<file path="src/rtl/vc32_uart_pkg.sv">
`default_nettype none
// +----------------------------------------------------------------------------+
// | Module      : vc32_uart_pkg                                                 |
// | Description : Shared types and constants for the vc32 console UART.        |
// | Revision    : 1.0                                                           |
// +----------------------------------------------------------------------------+
package vc32_uart_pkg;

  typedef enum logic [1:0] {
    IDLE  = 2'd0,
    START = 2'd1,
    DATA  = 2'd2,
    STOP  = 2'd3
  } uart_tx_state_t;

  localparam int UART_DATA_BITS  = 8;
  localparam int UART_FRAME_BITS = 10;

endpackage
`default_nettype wire

</file>
<file path="src/rtl/vc32_uart_fifo.sv">
`default_nettype none
// +----------------------------------------------------------------------------+
// | Module      : vc32_uart_fifo                                                |
// | Description : Synchronous show-ahead FIFO; push while full is dropped.      |
// | Revision    : 1.0                                                           |
// +----------------------------------------------------------------------------+
module vc32_uart_fifo #(
  parameter int DEPTH = 4,
  parameter int WIDTH = 8
) (
  input  logic                   clk,
  input  logic                   rst_n,
  input  logic                   i_push,
  input  logic [WIDTH-1:0]       i_wdata,
  input  logic                   i_pop,
  output logic [WIDTH-1:0]       o_rdata,
  output logic                   o_full,
  output logic                   o_empty,
  output logic [$clog2(DEPTH):0] o_count
);

  localparam int              c_AW   = $clog2(DEPTH);
  localparam logic [c_AW:0]   c_FULL = (c_AW + 1)'(DEPTH);

  logic [WIDTH-1:0] r_mem [DEPTH];
  logic [c_AW-1:0]  r_wr_ptr;
  logic [c_AW-1:0]  r_rd_ptr;
  logic [c_AW:0]    r_count;
  logic             w_push;
  logic             w_pop;

  // Full/empty come from the registered count only, so a same-cycle pop never frees a slot for a push.
  assign o_full  = (r_count == c_FULL);
  assign o_empty = (r_count == '0);
  assign w_push  = i_push && !o_full;
  assign w_pop   = i_pop && !o_empty;
  assign o_rdata = r_mem[r_rd_ptr];
  assign o_count = r_count;

  always_ff @(posedge clk) begin
    if (w_push) begin
      r_mem[r_wr_ptr] <= i_wdata;
    end
  end

  always_ff @(posedge clk or negedge rst_n) begin
    if (!rst_n) begin
      r_wr_ptr <= '0;
      r_rd_ptr <= '0;
      r_count  <= '0;
    end else begin
      if (w_push) begin
        r_wr_ptr <= r_wr_ptr + 1'b1;
      end
      if (w_pop) begin
        r_rd_ptr <= r_rd_ptr + 1'b1;
      end
      case ({w_push, w_pop})
        2'b10:   r_count <= r_count + 1'b1;
        2'b01:   r_count <= r_count - 1'b1;
        default: r_count <= r_count;
      endcase
    end
  end

endmodule
`default_nettype wire

</file>
<file path="src/rtl/vc32_uart_tx.sv">
`default_nettype none
// +----------------------------------------------------------------------------+
// | Module      : vc32_uart_tx                                                  |
// | Description : 8N1 serial transmitter, LSB first, line idles high.           |
// |               VC32_UART_TX_FIFO_EN selects a FIFO_DEPTH-entry queue;        |
// |               otherwise a single holding register buffers one byte.         |
// | Revision    : 1.0                                                           |
// +----------------------------------------------------------------------------+
module vc32_uart_tx
  import vc32_uart_pkg::*;
#(
  parameter int DIV_W      = 16,
  parameter int FIFO_DEPTH = 4
) (
  input  logic             clk,
  input  logic             rst_n,
  input  logic [DIV_W-1:0] div,
  input  logic [7:0]       wdata,
  input  logic             wvalid,
  output logic             wready,
  output logic             tx,
  output logic             busy,
`ifdef VC32_UART_TX_FIFO_EN
  output logic [$clog2(FIFO_DEPTH):0] level
`else
  output logic [0:0]       level
`endif
);

  localparam int                 c_BIT_W    = $clog2(UART_DATA_BITS);
  localparam logic [c_BIT_W-1:0] c_LAST_BIT = c_BIT_W'(UART_DATA_BITS - 1);

  if (FIFO_DEPTH < 2 || (FIFO_DEPTH & (FIFO_DEPTH - 1)) != 0) begin : g_bad_fifo_depth
    $error("vc32_uart_tx: FIFO_DEPTH must be a power of two >= 2");
  end

  uart_tx_state_t            r_state;
  logic [DIV_W-1:0]          r_div;
  logic [DIV_W-1:0]          r_cnt;
  logic [c_BIT_W-1:0]        r_bit;
  logic [UART_DATA_BITS-1:0] r_shift;
  logic                      r_tx;
  logic                      w_have;
  logic [UART_DATA_BITS-1:0] w_head;
  logic                      w_bit_end;
  logic                      w_pop;

  assign w_bit_end = (r_cnt == '0);
  assign w_pop     = w_have && ((r_state == IDLE) || (r_state == STOP && w_bit_end));

`ifdef VC32_UART_TX_FIFO_EN
  logic w_full;
  logic w_empty;

  vc32_uart_fifo #(
    .DEPTH (FIFO_DEPTH),
    .WIDTH (UART_DATA_BITS)
  ) u_fifo (
    .clk     (clk),
    .rst_n   (rst_n),
    .i_push  (wvalid),
    .i_wdata (wdata),
    .i_pop   (w_pop),
    .o_rdata (w_head),
    .o_full  (w_full),
    .o_empty (w_empty),
    .o_count (level)
  );

  assign w_have = !w_empty;
  assign wready = !w_full;
`else
  logic                      r_hold_valid;
  logic [UART_DATA_BITS-1:0] r_hold_data;

  always_ff @(posedge clk or negedge rst_n) begin
    if (!rst_n) begin
      r_hold_valid <= 1'b0;
      r_hold_data  <= '0;
    end else if (w_pop) begin
      r_hold_valid <= 1'b0;
    end else if (wvalid && !r_hold_valid) begin
      r_hold_valid <= 1'b1;
      r_hold_data  <= wdata;
    end
  end

  assign w_have = r_hold_valid;
  assign w_head = r_hold_data;
  assign wready = !r_hold_valid;
  assign level  = r_hold_valid;
`endif

  // The divisor is latched at frame start so a mid-frame change only affects the next frame.
  always_ff @(posedge clk or negedge rst_n) begin
    if (!rst_n) begin
      r_state <= IDLE;
      r_div   <= '0;
      r_cnt   <= '0;
      r_bit   <= '0;
      r_shift <= '0;
      r_tx    <= 1'b1;
    end else begin
      case (r_state)
        IDLE: begin
          if (w_pop) begin
            r_shift <= w_head;
            r_div   <= div;
            r_cnt   <= div;
            r_tx    <= 1'b0;
            r_state <= START;
          end
        end
        START: begin
          if (w_bit_end) begin
            r_cnt   <= r_div;
            r_bit   <= '0;
            r_tx    <= r_shift[0];
            r_shift <= r_shift >> 1;
            r_state <= DATA;
          end else begin
            r_cnt <= r_cnt - 1'b1;
          end
        end
        DATA: begin
          if (w_bit_end) begin
            r_cnt <= r_div;
            if (r_bit == c_LAST_BIT) begin
              r_tx    <= 1'b1;
              r_state <= STOP;
            end else begin
              r_bit   <= r_bit + 1'b1;
              r_tx    <= r_shift[0];
              r_shift <= r_shift >> 1;
            end
          end else begin
            r_cnt <= r_cnt - 1'b1;
          end
        end
        STOP: begin
          if (w_bit_end) begin
            if (w_pop) begin
              r_shift <= w_head;
              r_div   <= div;
              r_cnt   <= div;
              r_tx    <= 1'b0;
              r_state <= START;
            end else begin
              r_state <= IDLE;
            end
          end else begin
            r_cnt <= r_cnt - 1'b1;
          end
        end
        default: r_state <= IDLE;
      endcase
    end
  end

  assign tx   = r_tx;
  assign busy = (r_state != IDLE) || (level != '0);

endmodule
`default_nettype wire

</file>
<file path="config.mk">
export PLATFORM = sky130hd
export DESIGN_NAME = vc32_uart_tx
export DESIGN_NICKNAME = d
export VERILOG_FILES = /design/src/rtl/vc32_uart_pkg.sv /design/src/rtl/vc32_uart_fifo.sv /design/src/rtl/vc32_uart_tx.sv
export SDC_FILE = /design/constraint.sdc
export NUM_CORES = 1
export LEC_CHECK = 0
export CAP_MARGIN = 20
export CORE_UTILIZATION = 45
export CTS_BUF_LIST = sky130_fd_sc_hd__clkbuf_8 sky130_fd_sc_hd__clkbuf_16
export DETAILED_ROUTE_END_ITERATION = 8
export DONT_BUFFER_PORTS = 1
export PLACE_DENSITY = 0.56
export SETUP_SLACK_MARGIN = 0.15
export SLEW_MARGIN = 5
export SYNTH_ARGS = -nofsm -noshare
export SYNTH_HDL_FRONTEND = slang
export SYNTH_SLANG_ARGS = --single-unit
</file>
<file path="constraint.sdc">
create_clock -name clk -period 3 [get_ports clk]
set_input_delay 0.45 -clock clk [delete_from_list [all_inputs] [get_ports clk]]
set_output_delay 0.45 -clock clk [all_outputs]
set_load 0.05 [all_outputs]
</file>
==> qor.csv, run 1 <==
metric,value,unit
p_sw,1.555,mW
synthesis.area,3015,um^2
relSlewSlack,52.11,%
drt.antenna.violating_nets,0,
seqPwrFrac,35.5,%
dp_hpwl,4282,um
layout.cells.non_filler,348,
synth_seq_area_share,45.68,%
overflow,0,
multiInputGateArea,1531,um^2
pin_count,31,
core.rowCount,29,
setup.worst_path.start,r_cnt[0],
syn_area_per_cell,11.47,um^2
wirelength,6008,um
async_reset_ff_share,100.0,%
comb_power_share,52.7,%
switching_share,41.02,%
synth_edf_count,0,
fin_hold_ws,0.2674,ns
fp.dieH,83.86,um
drive_gt1_share,28.78,%
fin_skew,0.005555,ns
syn_nets,299,
r2r-start,r_cnt[0],
drt_first_pass_iters,6,
port_buffers,0,
critPathRequiredTime,3.21,ns
vias,2028,
final.period_utilization,89.49,%
leakage,1.465,nW
root_buffer,clkbuf_8,
clkTransAtPathRegs,0.11,ns
grt_use_total,18.56,%
critPathCaptureType,register,
regArea,1378,um^2
syn_to_final_growth,8.589,%
hold_class,in2reg,
arrival,2.90,ns
routabilityCongestion,0.7246,
die_w,83.86,um
grt_pass1_wl,10250,um
drt_iter0_drc,93,
rsz0062_at_grt,no,
tightest_slew,0.7169,ns
status,"complete, but fails checks",
final.setup.worst_slack,0.3154,ns
wire_per_inst,17.26,um
syn_inst,263,
min_from,div[10],
violations,DRC,
endpoint,r_state[1],
critical_path_class,reg2reg,
clkPwrFrac,11.8,%
r2r-end,r_state[1],
reg2regPathDepth,8,
cts_tree,built,
dieArea,7033,um^2
placed_cells,336,
irDropWorstVdd,498.7,uV
fillers,590,
crit_path_max_fanout,6,
cts_num_sinks,55,
internal-power,2.235,mW
reg2reg_slack,0.32,ns
setup_tns,0,ns
start_util,46.95,%
fin_util,50.98,%
fin_crit,2.685,ns
via_per_inst,5.828,
hold_viol,0,
drv_cap,0,
grt_max_degree,56,
drc,6,
report.final.slew_viol_count,0,
cp-start-kind,register,
grt_pass1_vias,2038,
htreeDepth,2,
synth-warning-count,0,
antenna_cells,0,
dpl_worst_slack,0.3563,ns
post_cts_resized,0,
power_density,1158,nW/um^2
ys_types,50,
numCtsBuffers,5,
clock_latency,0.32,ns
core,6422,um^2
cts_buffer_depth,2,
setup_violations,0,
max_freq,372.5,MHz
layout.nets,306,
dominantRegCellSynth,dfrtp_1,
antenna_found_initial,0,
ys_ff_latch,55,
[cell type report]
cell class | instances | share of cell area, %
clock buffers | 5 | 2.102
clock inverters | 3 | 0.8407
inverters | 8 | 0.9171
multi-input cells | 184 | 46.77
flip-flops and latches | 55 | 42.07
well taps | 77 | 2.942
repair buffers | 16 | 4.356
[layer usage]
metal,global-route usage [%],routed length [um],vias up
met2,29.21,2650,27
li1,-,-,982
met1,25.73,3069,1012
met5,0,0,-
met3,3.858,208,7
met4,5.643,79,0
[logic make-up after synthesis]
| family | Yosys count | share of synthesized area, % |
|---|---|---|
| AND/OR/NAND/NOR | 61 | 12.07 |
| multiplexers | 55 | 19.96 |
| flip-flops | 55 | 45.68 |
| AO/OA/AOI/OAI | 48 | 11.83 |
| buffers and inverters | 24 | 3.527 |
| XOR/XNOR | 11 | 3.195 |
| adder cells (fa/ha/maj) | 9 | 3.735 |
[state kept, by name, indices dropped and copies added (netlist names)]
| register | count |
|---|---|
| r_div | 16 |
| r_hold_data | 8 |
| r_state | 2 |
| r_cnt | 16 |
| r_bit | 3 |
| level | 1 |
| r_shift | 8 |
| tx | 1 |
[synth_stat cells, drive strengths merged (4+ instances only)]
cell | n | share of area (%)
dfrtp | 54 | 45
mux2 | 41 | 15
nand2 | 15 | 1.9
mux2i | 14 | 4.6
nor2 | 12 | 1.5
clkbuf | 10 | 1.2
ha | 9 | 3.7
o21ai | 9 | 1.7
inv | 8 | 1.0
o221ai | 7 | 2.2
xor2 | 7 | 2.0
a21oi | 6 | 1.0
buf | 6 | 1.3
nor4 | 6 | 2.2
or4 | 6 | 1.6
a22oi | 4 | 1.0
nor3 | 4 | 0.66
o211ai | 4 | 1.0
xnor2 | 4 | 1.2
[critical path, cell delays in order (launching register included)]
cell	delay, ns
dfrtp_1	0.42
inv_1	0.09
ha_1	0.14
or4b_2	0.68
nor4_4	0.32
buf_4	0.18
o21bai_1	0.09
a21boi_0	0.28
mux2_2	0.38
[worst min path at each step]
stage | end | cells past startpoint
6_report | r_div[10] | 1
5_1_grt | r_hold_data[5] | 1
4_1_cts | r_div[9] | 1
3_5_place_dp | r_div[8] | 0
3_3_place_gp | r_div[8] | 0
2_1_floorplan | level | 0
[placed cells by master, fill, tap and decap left out, types with 2 or more instances in the layout]
cell and instances:
or4_1 5, o221ai_1 6, nand3_1 2, mux2i_1 14, ha_1 9, o21ai_2 2, buf_4 14, o211ai_1 4
o21a_1 2, or2_2 3, a211o_1 2, a21oi_1 6, nor4_1 4, xnor2_1 4, o21ai_0 6, nor2_1 12
clkbuf_8 5, nand2_1 15, xor2_1 7, and3_1 2, nor2b_1 3, mux2_2 41, a22oi_1 4, nor4_4 2
o31ai_1 2, or3_1 3, nor3_1 4, dfrtp_1 54, a22o_1 2, inv_1 8, or4b_2 2
[repair_timing]
action	CTS	global route
buffers inserted	0	2
setup endpoints to repair	0	1
hold endpoints to repair	55	0
hold buffers	2	0
[power by group through the flow]
stage | clock [mW] | combinational, mW | sequential, mW
2_1_floorplan | 0 | 1.63 | 1.29
3_3_place_gp | 0 | 1.96 | 1.36
3_5_place_dp | 0 | 1.98 | 1.37
4_1_cts | 0.463 | 2.01 | 1.35
5_1_grt | 0.489 | 2.22 | 1.39
6_report | 0.448 | 2.00 | 1.35
[metrics by stage]
stage | cell area, um^2 | total power [mW]
detailed placement | 3126 | 3.349
global placement | 3126 | 3.323
CTS | 3259 | 3.825
finish | 3274 | 3.790
floorplan | 3015 | 2.920
global route | 3274 | 4.100
(Power assumes the default switching activity.)
==> run 2: changes to the inputs <==
Settings changed: ABC_CLOCK_PERIOD_IN_PS from default to 3000.
==> results of run 2 <==
The final DEF is identical to that of run 1; final timing and power are the same.
